`src/rtl/instr_encoder_writer.sv`:
```
// instr_encoder_writer: packs RV32I fields into instruction words and streams them to the IMEM write port.
// Optional macro IMM_CHECK_EN enables per-beat immediate range checking with a sticky err flag.
module instr_encoder_writer #(
  parameter int ADDR_W = 32,
  parameter logic [ADDR_W-1:0] BASE_ADDR = '0,
  parameter int DEPTH = 256,
  localparam int CW = $clog2(DEPTH + 1)
) (
  input  logic              clk,
  input  logic              rst_n,
  input  logic              start,
  input  logic              finish,
  input  logic              in_valid,
  output logic              in_ready,
  input  logic [2:0]        fmt,
  input  logic [6:0]        opcode,
  input  logic [4:0]        rd,
  input  logic [2:0]        funct3,
  input  logic [4:0]        rs1,
  input  logic [4:0]        rs2,
  input  logic [6:0]        funct7,
  input  logic [31:0]       imm,
  output logic              imem_we,
  output logic [ADDR_W-1:0] imem_addr,
  output logic [31:0]       imem_wdata,
  output logic [CW-1:0]     count,
  output logic              busy,
  output logic              done,
  output logic              full,
  output logic              err
);
  typedef enum logic [1:0] {IDLE, LOAD, DONE} state_t;
  state_t state, state_nx;
  logic [31:0] enc;
  logic bad, accept;
  always_ff @(posedge clk or negedge rst_n)
    if (!rst_n) state <= IDLE;
    else state <= state_nx;
  always_comb begin
    state_nx = state;
    state_nx = start ? LOAD : (state == LOAD && finish) ? DONE : state;
  end
  assign busy     = state == LOAD;
  assign done     = state == DONE;
  assign full     = count == CW'(DEPTH);
  assign in_ready = busy & ~full & ~start;
  assign accept   = in_valid & in_ready;
  always_comb begin
    enc = 32'h0000_0013;
    enc = fmt == 3'd0 ? {funct7, rs2, rs1, funct3, rd, opcode}
        : fmt == 3'd1 ? {imm[11:0], rs1, funct3, rd, opcode}
        : fmt == 3'd2 ? {imm[11:5], rs2, rs1, funct3, imm[4:0], opcode}
        : fmt == 3'd3 ? {imm[12], imm[10:5], rs2, rs1, funct3, imm[4:1], imm[11], opcode}
        : fmt == 3'd4 ? {imm[31:12], rd, opcode}
        : fmt == 3'd5 ? {imm[20], imm[10:1], imm[11], imm[19:12], rd, opcode}
        : 32'h0000_0013;
  end
`ifdef IMM_CHECK_EN
  // An immediate fits an N-bit signed field when bits [31:N-1] are all equal.
  logic fit12, fit13, fit21;
  assign fit12 = &imm[31:11] | ~|imm[31:11];
  assign fit13 = &imm[31:12] | ~|imm[31:12];
  assign fit21 = &imm[31:20] | ~|imm[31:20];
  always_comb begin
    bad = 1'b0;
    bad = (fmt == 3'd1 || fmt == 3'd2) ? ~fit12
        : fmt == 3'd3 ? (~fit13 | imm[0])
        : fmt == 3'd4 ? |imm[11:0]
        : fmt == 3'd5 ? (~fit21 | imm[0])
        : fmt > 3'd5;
  end
`else
  assign bad = 1'b0;
`endif
  always_ff @(posedge clk or negedge rst_n)
    if (!rst_n) begin
      imem_we    <= 1'b0;
      imem_addr  <= BASE_ADDR;
      imem_wdata <= '0;
      count      <= '0;
      err        <= 1'b0;
    end else begin
      imem_we <= accept & ~bad;
      if (start) begin
        count     <= '0;
        err       <= 1'b0;
        imem_addr <= BASE_ADDR;
      end else if (accept && bad) begin
        err <= 1'b1;
      end else if (accept) begin
        imem_addr  <= BASE_ADDR + (ADDR_W'(count) << 2);
        imem_wdata <= enc;
        count      <= count + CW'(1);
      end
    end
endmodule
```
`config.mk`:
```
export PLATFORM = sky130hd
export DESIGN_NAME = instr_encoder_writer
export DESIGN_NICKNAME = d
export VERILOG_FILES = /design/src/rtl/instr_encoder_writer.sv
export SDC_FILE = /design/constraint.sdc
export NUM_CORES = 1
export LEC_CHECK = 0
export BUFFER_PORTS_ARGS = -buffer_cell sky130_fd_sc_hd__buf_2
export CORE_MARGIN = 2
export CORE_UTILIZATION = 45
export DETAILED_ROUTE_END_ITERATION = 6
export PLACE_DENSITY = 0.8
export SYNTH_ARGS = -nofsm -noshare
export SYNTH_HDL_FRONTEND = slang
export SYNTH_SLANG_ARGS = --single-unit
```
`constraint.sdc`:
```
create_clock -name clk -period 2.2 [get_ports clk]
set_clock_uncertainty 0.2 [all_clocks]
set_input_delay 0.44 -clock clk [delete_from_list [all_inputs] [get_ports clk]]
set_output_delay 0.44 -clock clk [all_outputs]
set_load 0.01 [all_outputs]
```
; ---- Word-level counts from Yosys, hierarchy flattened
; Index checks and enable logic that the tools add are counted.
[totals]
ff_bits = 76
inputBits = 72
output_inout_bits = 79
wordCells = 36
[op_classes]
addsub = 1
n_eq_ne = 8
muxes = 12
n_bitwise = 5
reduce_logical = 5
[ops]
columns = operator, count
row1 = 32-bit two-way mux, 8
row2 = 9-bit two-way mux, 2
row3 = 9-bit by 1-bit adder with 9-bit output (second input constant), 1
row4 = 9-bit == test (second input constant), 1
row5 = 3-bit by 2-bit == test with 1-bit output (second input constant), 2
row6 = 3-bit == test (second input constant), 2
row7 = 2-bit two-way mux, 2
row8 = 2-bit nonzero test, 2
row9 = 1-bit bitwise AND, 3
row10 = 3-bit by 1-bit == test with 1-bit output (second input constant), 1
row11 = 3-bit zero test, 1
row12 = 2-bit by 1-bit == test with 1-bit output (second input constant), 1
row13 = 2-bit == test (second input constant), 1
row14 = 1-bit NOT, 2
row15 = 2-bit AND reduction, 1
row16 = 1-bit logical AND, 1

; ---- Depth between registers and ports, before layout
[logic_depth]
ltp_word = 7
depth_mapped = 9
depth_no_buf = 7

; ---- Worst setup path after synthesis
; Ideal clock, no wire load.
[synth_timing]
path_kind = reg2out
startpoint = reg count[0]
endpoint = out in_ready
t_arrival_ps = 1414
required_time_ps = 1560
setup_slack_ps = 146
stages_incl_launch_ff = 6
path_cell_list = dfrtp_1 > inv_1 > ha_1 > nor4bb_1 > and2_0 > nor3b_1
[synth_between]
elab_chain_cells = 4
[synth_lines]
columns = element, line
row1 = "start, declared", 26  ; output logic [CW-1:0] count,
row2 = "start signal, assigned", 93  ; count <= count + CW'(1);
row3 = 9-bit == test, 45  ; assign full = count == CW'(DEPTH);
row4 = net full, 29  ; output logic full,
row5 = 1-bit NOT, 46  ; assign in_ready = busy & ~full & ~start;
row6 = 1-bit bitwise AND (2 in a row), 46
row7 = "end, declared", 14  ; output logic in_ready,
; The timed path passes the listed nets, and every way through them passes these cells.

; ---- Worst setup path in the final report
[layout_timing]
startpoint = reg count[1]
endpoint = out in_ready
[layout_between]
elab_chain_cells = 4
[layout_lines]
columns = element, line
row1 = 9-bit == test, 45
row2 = 1-bit NOT, 46
row3 = 1-bit bitwise AND (2 in a row), 46
; No other way between the ends.

==> flow_summary.json <==
{
  "yosysTopAreaCell": "dfrtp_1",
  "max-vdd-ir-drop_mv": 0.258,
  "grt_pass1_vias": 2449,
  "cts.sinks": 53,
  "routed_wl_um": 7430,
  "place_ws_ns": 0.131,
  "final_cell_mix": "buf_2 (126), dfrtp_1 (53), nor2_1 (36)",
  "die_w_um": 82.7,
  "syn_inst": 299,
  "worstPathArrival_ns": 1.53,
  "path_delay_family": "simple AND/OR/NAND/NOR gates",
  "fin_crit_ns": 2.17,
  "tritoncts": "yes",
  "grt_pass1_wl_um": 11500,
  "initial_core_util_pct": 46.8,
  "io_buffer_count": 126,
  "end_kind": "output port",
  "fin_nets": 505,
  "clock_path_buffers": 2,
  "drt_first_iter_violations": 120,
  "p_clk_share_pct": 23.5,
  "maxSlewViolCount": 0,
  "vias_per_cell": 5.29,
  "internal_power_mw": 1.65,
  "stdcell_count": 506,
  "vias": 2677,
  "setup_ws_ns": 0.0256,
  "synthesis.area_um2": 2790,
  "pwr-share-seq_pct": 49.9,
  "multiInputGateArea_um2": 1290,
  "use_met2_pct": 37.0,
  "postPlaceCellArea_um2": 3460,
  "power.switching_mw": 0.742,
  "grt_use_total_pct": 21.9,
  "crit_type": "flip-flop to output port",
  "htreeDepth": 2,
  "period_share_pct": 98.8,
  "final_core_utilization_pct": 60.9,
  "postRouteAntennaNets": 0,
  "fin_area_um2": 3630,
  "min_path_type": "input port to flip-flop",
  "grt.met1_usage_pct": 28.8,
  "p_leak_nw": 1.83,
  "synthFlopType": "dfrtp_1",
  "clock_latency_ns": 0.30,
  "required_ns": 1.56,
  "path_cells": "inv_2, ha_4, nor4bb_4, and2_4, nor3b_2, buf_2",
  "critPathLaunchType": "flip-flop",
  "syn_avg_cell_area_um2": 9.31,
  "firstDrtPassIters": 4,
  "rsz0062_at_grt": "yes",
  "slowest_delay_ns": 0.41,
  "hold_slack_ns": 0.145,
  "clk_pin_slew_ns": 0.10,
  "power.density_nw_per_um2": 658,
  "synth_area_leaders": "dfrtp_1 (48%), buf_4 (7.0%), nor2_1 (4.9%), a221oi_1 (4.4%), a22oi_1 (4.3%)",
  "synth_edf_count": 0,
  "rows": 28,
  "core_area_um2": 5960,
  "synth_top_cell_area_share_pct": 47.6,
  "antenna_cells": 0,
  "drv_cap": 0,
  "setup_violations": 0,
  "overflow": 0,
  "yosys_warnings": 0,
  "grt_max_degree": 32,
  "fillers": 526,
  "hold_viol": 0,
  "synth_cell_types": 43,
  "worst_slew_pin_slew_ns": 0.778,
  "synth.ff_latch_count": 53,
  "ioPinCount": 151,
  "wl_per_cell_um": 14.7,
  "switching_share_pct": 31.1,
  "grt.busiest_layer": "met2",
  "async_flop_share_pct": 100,
  "antenna_found_initial": 0,
  "final-seq-area_um2": 1330,
  "final_common_cell": "buf_2",
  "dpl.hpwl_um": 5450,
  "die_h_um": 82.7,
  "grtUsageMet3_pct": 4.02,
  "cp_slowest_cell": "dfrtp_1",
  "slew_headroom_pct": 48.0,
  "area_growth_pct": 30.3,
  "power_frac_comb_pct": 26.6,
  "synth-seq-area-share_pct": 47.6,
  "routabilityCongestion": 0.853,
  "critPathBufInv": 2,
  "cts_root_buffer": "clkbuf_8",
  "cp_max_fo": 5,
  "drive_above_1_share_pct": 37.4,
  "cts_buffers": 5,
  "status": "finished, final reports clean",
  "drc": 0,
  "fmaxAchievable_mhz": 460,
  "placedCellCount": 496,
  "die-area_um2": 6830
}
==> cells by family after synthesis <==
| kind of cell | synth area share (%) |
|---|---|
| other | 0.135 |
| DFF | 47.6 |
| adders and majority gates | 0.898 |
| muxes | 1.12 |
| AOI/OAI and AO/OA | 21.2 |
| xor gates and xnor gates | 0.944 |
| and+or+nand+nor | 17.2 |
| buffers and inverters | 10.9 |
==> worst min-delay path, delay by kind of cell <==
| kind | cells | cell delay, ns |
|---|---|---|
| AND/OR/NAND/NOR | 2 | 0.11 |
| buffers and inverters | 1 | 0.07 |
==> final timing paths <==
check	startpoint	to	slack [ns]	depth (start not counted)
min reg2reg	imem_wdata[2]	imem_wdata[2]	0.27	2
max	count[1]	in_ready	0.03	6
min in group asynchronous	rst_n	count[7]	0.44	2
min	opcode[2]	imem_wdata[2]	0.14	3
max in group asynchronous	rst_n	imem_wdata[0]	0.81	3
max reg2reg	count[1]	imem_wdata[20]	0.17	7
==> synth_stat cells (all sizes together), types with 7 or more instances <==
cell     n
o21ai   22
nand2   30
dfrtp   53
buf     36
clkbuf   7
a21oi   11
a22oi   16
nor2    36
nand2b   7
a221oi  14
==> repair_timing <==
item                       4_1_cts  5_1_grt
buffers inserted                 1        1
hold endpoints to repair        22        0
hold buffers                     1        0
gates resized for setup          8        3
setup endpoints to repair        2        2
pin swaps                        2        0
==> power by group through the flow <==
stage	combinational, mW	clock, mW	sequential, mW
3_3_place_gp	0.612	0	1.21
6_report	0.635	0.561	1.19
3_5_place_dp	0.629	0	1.21
2_1_floorplan	0.279	0	1.28
5_1_grt	0.711	0.611	1.21
4_1_cts	0.633	0.580	1.19
==> cell type report <==
| cell class | count | area share, % |
|---|---|---|
| repair buffers | 145 | 22.1 |
| well taps | 75 | 2.59 |
| flip-flops and latches | 53 | 36.6 |
| multi-input cells | 219 | 35.6 |
| clock inverters | 1 | 0.207 |
| inverters | 7 | 0.724 |
| clock buffers | 6 | 2.28 |
==> registers in the layout, summed over array words and instances, names as in the netlist <==
| name | flops |
|---|---|
| state | 2 |
| imem_addr | 9 |
| imem_we | 1 |
| count | 9 |
| imem_wdata | 32 |
==> per-layer routing <==
layer  vias up  part of all wire [%]
li1       1286                     -
met1      1253                    42
met2       123                    49
met3        15                   6.8
met4         0                   1.8
met5         -                     0
==> per-stage QoR <==
stage | TNS [ns] | power, mW
floorplan | 0 | 1.56
global placement | 0 | 1.82
detailed placement | 0 | 1.84
CTS | 0 | 2.41
global route | -0.118 | 2.53
finish | 0 | 2.39
No activity file was read; power rests on OpenSTA's default activity.
